## config.mk

```make
export PLATFORM = sky130hd
export DESIGN_NAME = regfile
export DESIGN_NICKNAME = d
export VERILOG_FILES = /design/src/rtl/regfile_pkg.sv /design/src/rtl/regfile_rd_port.sv /design/src/rtl/regfile.sv
export SDC_FILE = /design/constraint.sdc
export NUM_CORES = 2
export LEC_CHECK = 0
export CAP_MARGIN = 20
export CORE_MARGIN = 4
export CORE_UTILIZATION = 40
export CTS_CLUSTER_DIAMETER = 80
export DETAILED_ROUTE_END_ITERATION = 6
export GPL_ROUTABILITY_DRIVEN = 1
export GPL_TIMING_DRIVEN = 0
export HOLD_SLACK_MARGIN = 0.02
export PLACE_DENSITY = 0.55
export RECOVER_POWER = 25
export REMOVE_ABC_BUFFERS = 1
export SLEW_MARGIN = 10
export SYNTH_ARGS = -nofsm -noshare
export SYNTH_HDL_FRONTEND = slang
export SYNTH_SLANG_ARGS = --single-unit
```

## constraint.sdc

```tcl
create_clock -name clk -period 2.8 [get_ports clk]
set_input_delay 0.42 -clock clk [delete_from_list [all_inputs] [get_ports clk]]
set_output_delay 0.42 -clock clk [all_outputs]
set_load 0.005 [all_outputs]
```

## src/rtl/regfile_pkg.sv

```systemverilog
// Shared constants and types for the write-back register file.
// Latency: n/a (declarations only).
// Backpressure: n/a (declarations only).
//
// The legacy backtick defines (`RegBus, `ZeroWord, ...) are kept here so
// older files that use them still compile. New code uses the localparams below.
`ifndef REGFILE_DEFINES_SVH
`define REGFILE_DEFINES_SVH
`define RegAddrBus  4:0
`define RegBus      31:0
`define RegNum      32
`define RegNumLog2  5
`define NOPRegAddr  5'b00000
`define ZeroWord    32'h0000_0000
`define WriteEnable 1'b1
`define ReadEnable  1'b1
`define RstEnable   1'b1
`endif

package regfile_pkg;

    localparam int REG_NUM    = 32;
    localparam int REG_ADDR_W = 5;
    localparam int DATA_W     = 32;

    localparam logic [REG_ADDR_W-1:0] NOP_REG_ADDR = '0;
    localparam logic [DATA_W-1:0]     ZERO_WORD    = '0;

    localparam logic WRITE_ENABLE = 1'b1;
    localparam logic READ_ENABLE  = 1'b1;
    localparam logic RST_ENABLE   = 1'b1;

endpackage

```

## src/rtl/regfile_rd_port.sv

```systemverilog
// One combinational read port: reset, zero register, optional bypass, array, disabled.
// Latency: 0 cycles (pure combinational mux).
// Backpressure: none; the result is valid in the same cycle as the address.
//
// Ports: rst, re, raddr, arr_dat (the array entry at raddr, selected by the top),
// then, only with REGFILE_BYPASS_EN defined, we/waddr/wdata for the bypass.
// Output: rdata.
import regfile_pkg::*;

module regfile_rd_port #(
    parameter int ADDR_W = REG_ADDR_W,
    parameter int DAT_W  = DATA_W
) (
    input  logic              rst,
    input  logic              re,
    input  logic [ADDR_W-1:0] raddr,
    input  logic [DAT_W-1:0]  arr_dat,
`ifdef REGFILE_BYPASS_EN
    input  logic              we,
    input  logic [ADDR_W-1:0] waddr,
    input  logic [DAT_W-1:0]  wdata,
`endif
    output logic [DAT_W-1:0]  rdata
);

    always_comb begin
        rdata = '0;
        if (rst == RST_ENABLE) begin
            rdata = '0;
        end else if (raddr == '0) begin
            // r0 reads zero even while a write to address 0 is presented.
            rdata = '0;
`ifdef REGFILE_BYPASS_EN
        end else if (re == READ_ENABLE && we == WRITE_ENABLE && raddr == waddr) begin
            // The value being written this cycle is forwarded straight to decode.
            rdata = wdata;
`endif
        end else if (re == READ_ENABLE) begin
            rdata = arr_dat;
        end else begin
            rdata = '0;
        end
    end

endmodule

```

## src/rtl/regfile.sv

```systemverilog
// 32x32 general-purpose register file: one write-back port, two decode read ports, r0 = 0.
// Latency: writes are visible in the array one cycle after the edge; reads are combinational.
// Backpressure: none; a write and two reads in the same cycle are always accepted.
//
// Ports: clk, rst (sync, active-high); we/waddr/wdata write port;
//        re1/raddr1/rdata1 and re2/raddr2/rdata2 read ports.
// Option: define REGFILE_BYPASS_EN to forward same-cycle write data to the readers.
import regfile_pkg::*;

module regfile #(
    parameter int REG_NUM    = regfile_pkg::REG_NUM,
    parameter int REG_ADDR_W = regfile_pkg::REG_ADDR_W,
    parameter int DATA_W     = regfile_pkg::DATA_W
) (
    input  logic                  clk,
    input  logic                  rst,
    input  logic                  we,
    input  logic [REG_ADDR_W-1:0] waddr,
    input  logic [DATA_W-1:0]     wdata,
    input  logic                  re1,
    input  logic [REG_ADDR_W-1:0] raddr1,
    output logic [DATA_W-1:0]     rdata1,
    input  logic                  re2,
    input  logic [REG_ADDR_W-1:0] raddr2,
    output logic [DATA_W-1:0]     rdata2
);

    logic [DATA_W-1:0] regs [REG_NUM];

    // Reset clears every entry in one cycle and drops any write presented with it.
    // Entry 0 is cleared but never written, so it stays zero permanently.
    always_ff @(posedge clk) begin
        if (rst == RST_ENABLE) begin
            for (int i = 0; i < REG_NUM; i++) begin
                regs[i] <= '0;
            end
        end else if (we == WRITE_ENABLE && waddr != '0) begin
            regs[waddr] <= wdata;
        end
    end

    regfile_rd_port #(
        .ADDR_W (REG_ADDR_W),
        .DAT_W  (DATA_W)
    ) u_rd_port1 (
        .rst     (rst),
        .re      (re1),
        .raddr   (raddr1),
        .arr_dat (regs[raddr1]),
`ifdef REGFILE_BYPASS_EN
        .we      (we),
        .waddr   (waddr),
        .wdata   (wdata),
`endif
        .rdata   (rdata1)
    );

    regfile_rd_port #(
        .ADDR_W (REG_ADDR_W),
        .DAT_W  (DATA_W)
    ) u_rd_port2 (
        .rst     (rst),
        .re      (re2),
        .raddr   (raddr2),
        .arr_dat (regs[raddr2]),
`ifdef REGFILE_BYPASS_EN
        .we      (we),
        .waddr   (waddr),
        .wdata   (wdata),
`endif
        .rdata   (rdata2)
    );

endmodule

```

==> impl_metrics.py <==
metrics = {
    "layout": {
        "largest_register_ffs": 1024,
        "drive_above_1_share_pct": 34.9,
        "reg.largest.list": "regs: 1024 flops",
        "nets": 4160,
        "area_delta_synth_final_pct": 24.5,
        "top_register": "regs",
        "seq_area_mm2": 0.0307,
        "final_util_pct": 50.3,
        "multi_input_area_mm2": 0.0248,
        "fill_cells": 11285,
    },
    "global_route": {
        "antenna_found_initial": 16,
        "grt_max_degree": 47,
        "gr-total-overflow": 0,
        "track_usage_pct": 29.5,
        "grt_pass1_wl_um": 294000,
        "grt_pass1_vias": 36862,
    },
    "yosys": {
        "ys_async_sr_fraction_pct": 0,
        "synth_flop_cell": "edfxtp_1",
        "yosys-top-cells-area": "edfxtp_1, mux4_2, and2_1",
        "ys_top_cells_by_count": "edfxtp_1, and2_1, mux4_2",
        "synth_seq_area_share_pct": 56.0,
        "synth-seq-cells": 1024,
        "avgSynthCellArea_um2": 14.2,
        "ys_warn_count": 0,
        "yosysTopAreaCellShare_pct": 56.0,
        "synth_top_area_cell": "edfxtp_1",
        "synth_area_mm2": 0.0549,
        "ys_types": 52,
        "syn_inst": 3860,
        "synth_most_common_cell": "edfxtp_1",
        "synth_edf_count": 1024,
    },
    "floorplanning": {
        "fp.coreArea_mm2": 0.136,
        "core.rowCount": 135,
        "die_h_um": 378,
        "ios": 116,
        "start_util_pct": 40.4,
        "die_w_um": 378,
        "die-area_mm2": 0.143,
    },
    "outcome": {
        "failed_checks": "negative setup slack",
        "outcome": "finished with violations",
    },
    "sta": {
        "finalHoldViolations": 0,
        "worst_pin_slew_ps": 1360,
        "fin_crit_ps": 3130,
        "drv_slew": 0,
        "setup_violations": 327,
        "max_clock_freq_mhz": 320,
        "setup_tns_ps": -41750,
        "rsz0062_at_grt": "yes",
        "period_share_pct": 112,
        "fin_ws_ps": -327,
        "holdWs_ps": 78.5,
        "max_slew_margin_pct": 9.33,
    },
    "job": {
        "drv_cap": 0,
    },
    "setup_path": {
        "critPathMaxStageDelay_ps": 540,
        "end_kind": "output port",
        "arrival_ps": 2710,
        "critPathLaunchType": "register",
        "crit_chain": "mux4_2, a22o_1, a211oi_4, a31oi_4, clkbuf_2",
        "cp_slowest_cell": "a211oi_4",
        "crit_required_ps": 2380,
        "worstSetupPathType": "register to output port",
        "worstPathMaxFanout": 2,
    },
    "clock_tree": {
        "clk_path_buf_depth": 3,
        "clock-sinks": 1024,
        "cts_buffers": 111,
        "ctsHoldBuffers": 0,
        "cts_tree": "built",
        "cts_root_buffer": "clkbuf_16",
        "h-tree-depth": 3,
        "cts.clk_slew.worst_paths_ps": 60,
    },
    "place": {
        "hpwlAfterDp_um": 119000,
        "place.gp.congestion": 0.804,
        "io_buffer_count": 115,
    },
    "pwr": {
        "powerDensity_mw_per_mm2": 556,
        "ir_drop_mv": 0.478,
        "power_w": 0.0380,
        "p_leak_nw": 24.1,
    },
    "route": {
        "drcViolationCount": 0,
        "ant_nets": 0,
        "vias_per_cell": 6.25,
        "routedWlPerCell_um": 36.0,
        "drt-initial-drc-count": 4819,
        "drt_wl_total_um": 216000,
        "via_count": 37438,
        "firstDrtPassIters": 5,
    },
    "min_path": {
        "hold_class": "input port to register",
    },
}
-- worst max-delay path, delay by kind of cell, from the launching register on --
family,cells,cell delay (ps)
AOI/OAI and AO/OA,3,920
buffers and inverters,1,160
DFF,1,380
muxes,1,500
-- timing repair --
item,4_1_cts,5_1_grt
setup buffers,150,77
setup endpoints to repair,833,378
gates resized for setup,652,112
pin swaps,136,93
cloned,50,6
-- final timing paths --
| kind | startpoint | to | cells after the start |
|---|---|---|---|
| worst min-delay path | rst | regs[0][23] | 1 |
| worst max-delay path | regs[7][21] | rdata1[21] | 5 |
-- cell usage in the layout, fill, tap and decap left out, drive strengths merged, types with 20 or more instances in the layout --
master,n
or2,40
conb,32
clkdlybuf4s50,35
mux2,200
nor3,44
and2,996
o21ai,40
nor2,79
bufbuf,26
clkinv,63
nor2b,27
clkbuf,175
a31oi,36
mux4,327
mux2i,172
a21oi,30
a22oi,72
buf,399
edfxtp,1024
o22ai,140
o31a,27
a32o,27
a22o,20
nand2,31
-- through the flow --
| step | cells | area (µm²) | setup WS (ps) |
|---|---|---|---|
| 6_report | 5993 | 68300 | -327 |
| 5_1_grt | 5985 | 68300 | -363 |
| 4_1_cts | 5893 | 67400 | -416 |
| 3_5_place_dp | 5485 | 59200 | -2270 |
| 3_3_place_gp | 5377 | 56500 | -27250 |
| 2_1_floorplan | 3481 | 53100 | -1380 |
-- layer usage --
metal	GRT usage, %	share of wire, %
met1	39.3	39
met2	46.1	46
met3	7.09	10
met4	13.1	4.6
met5	0	0.022
-- power breakdown --
part           leakage [nW]  internal (W)  switching (W)  total (W)
clock                  1.70       0.00789        0.00635     0.0142
sequential             9.75        0.0177       0.000406     0.0181
combinational          12.6       0.00251        0.00311    0.00561
total                  24.1        0.0281        0.00987     0.0380
-- final cells by class --
cell class / count / area share [%]
Antenna cell: 9 / 0.0330
Clock buffer: 133 / 4.25
Clock inverter: 75 / 0.743
Inverter: 1 / 0.00916
Multi-Input combinational cell: 2462 / 36.3
Sequential cell: 1024 / 45.0
Tap cell: 1781 / 3.26
Timing Repair Buffer: 508 / 10.4
-- cells by family after synthesis --
group                  Yosys count  synth area share (%)
AO/OA/AOI/OAI                  465                  5.99
other                            1               0.00684
multiplexers                   699                  20.7
buffers and inverters          411                  3.46
flip-flops                    1024                  56.0
AND/OR/NAND/NOR               1260                  13.8
Note: power is estimated with default switching activity, not from simulation.
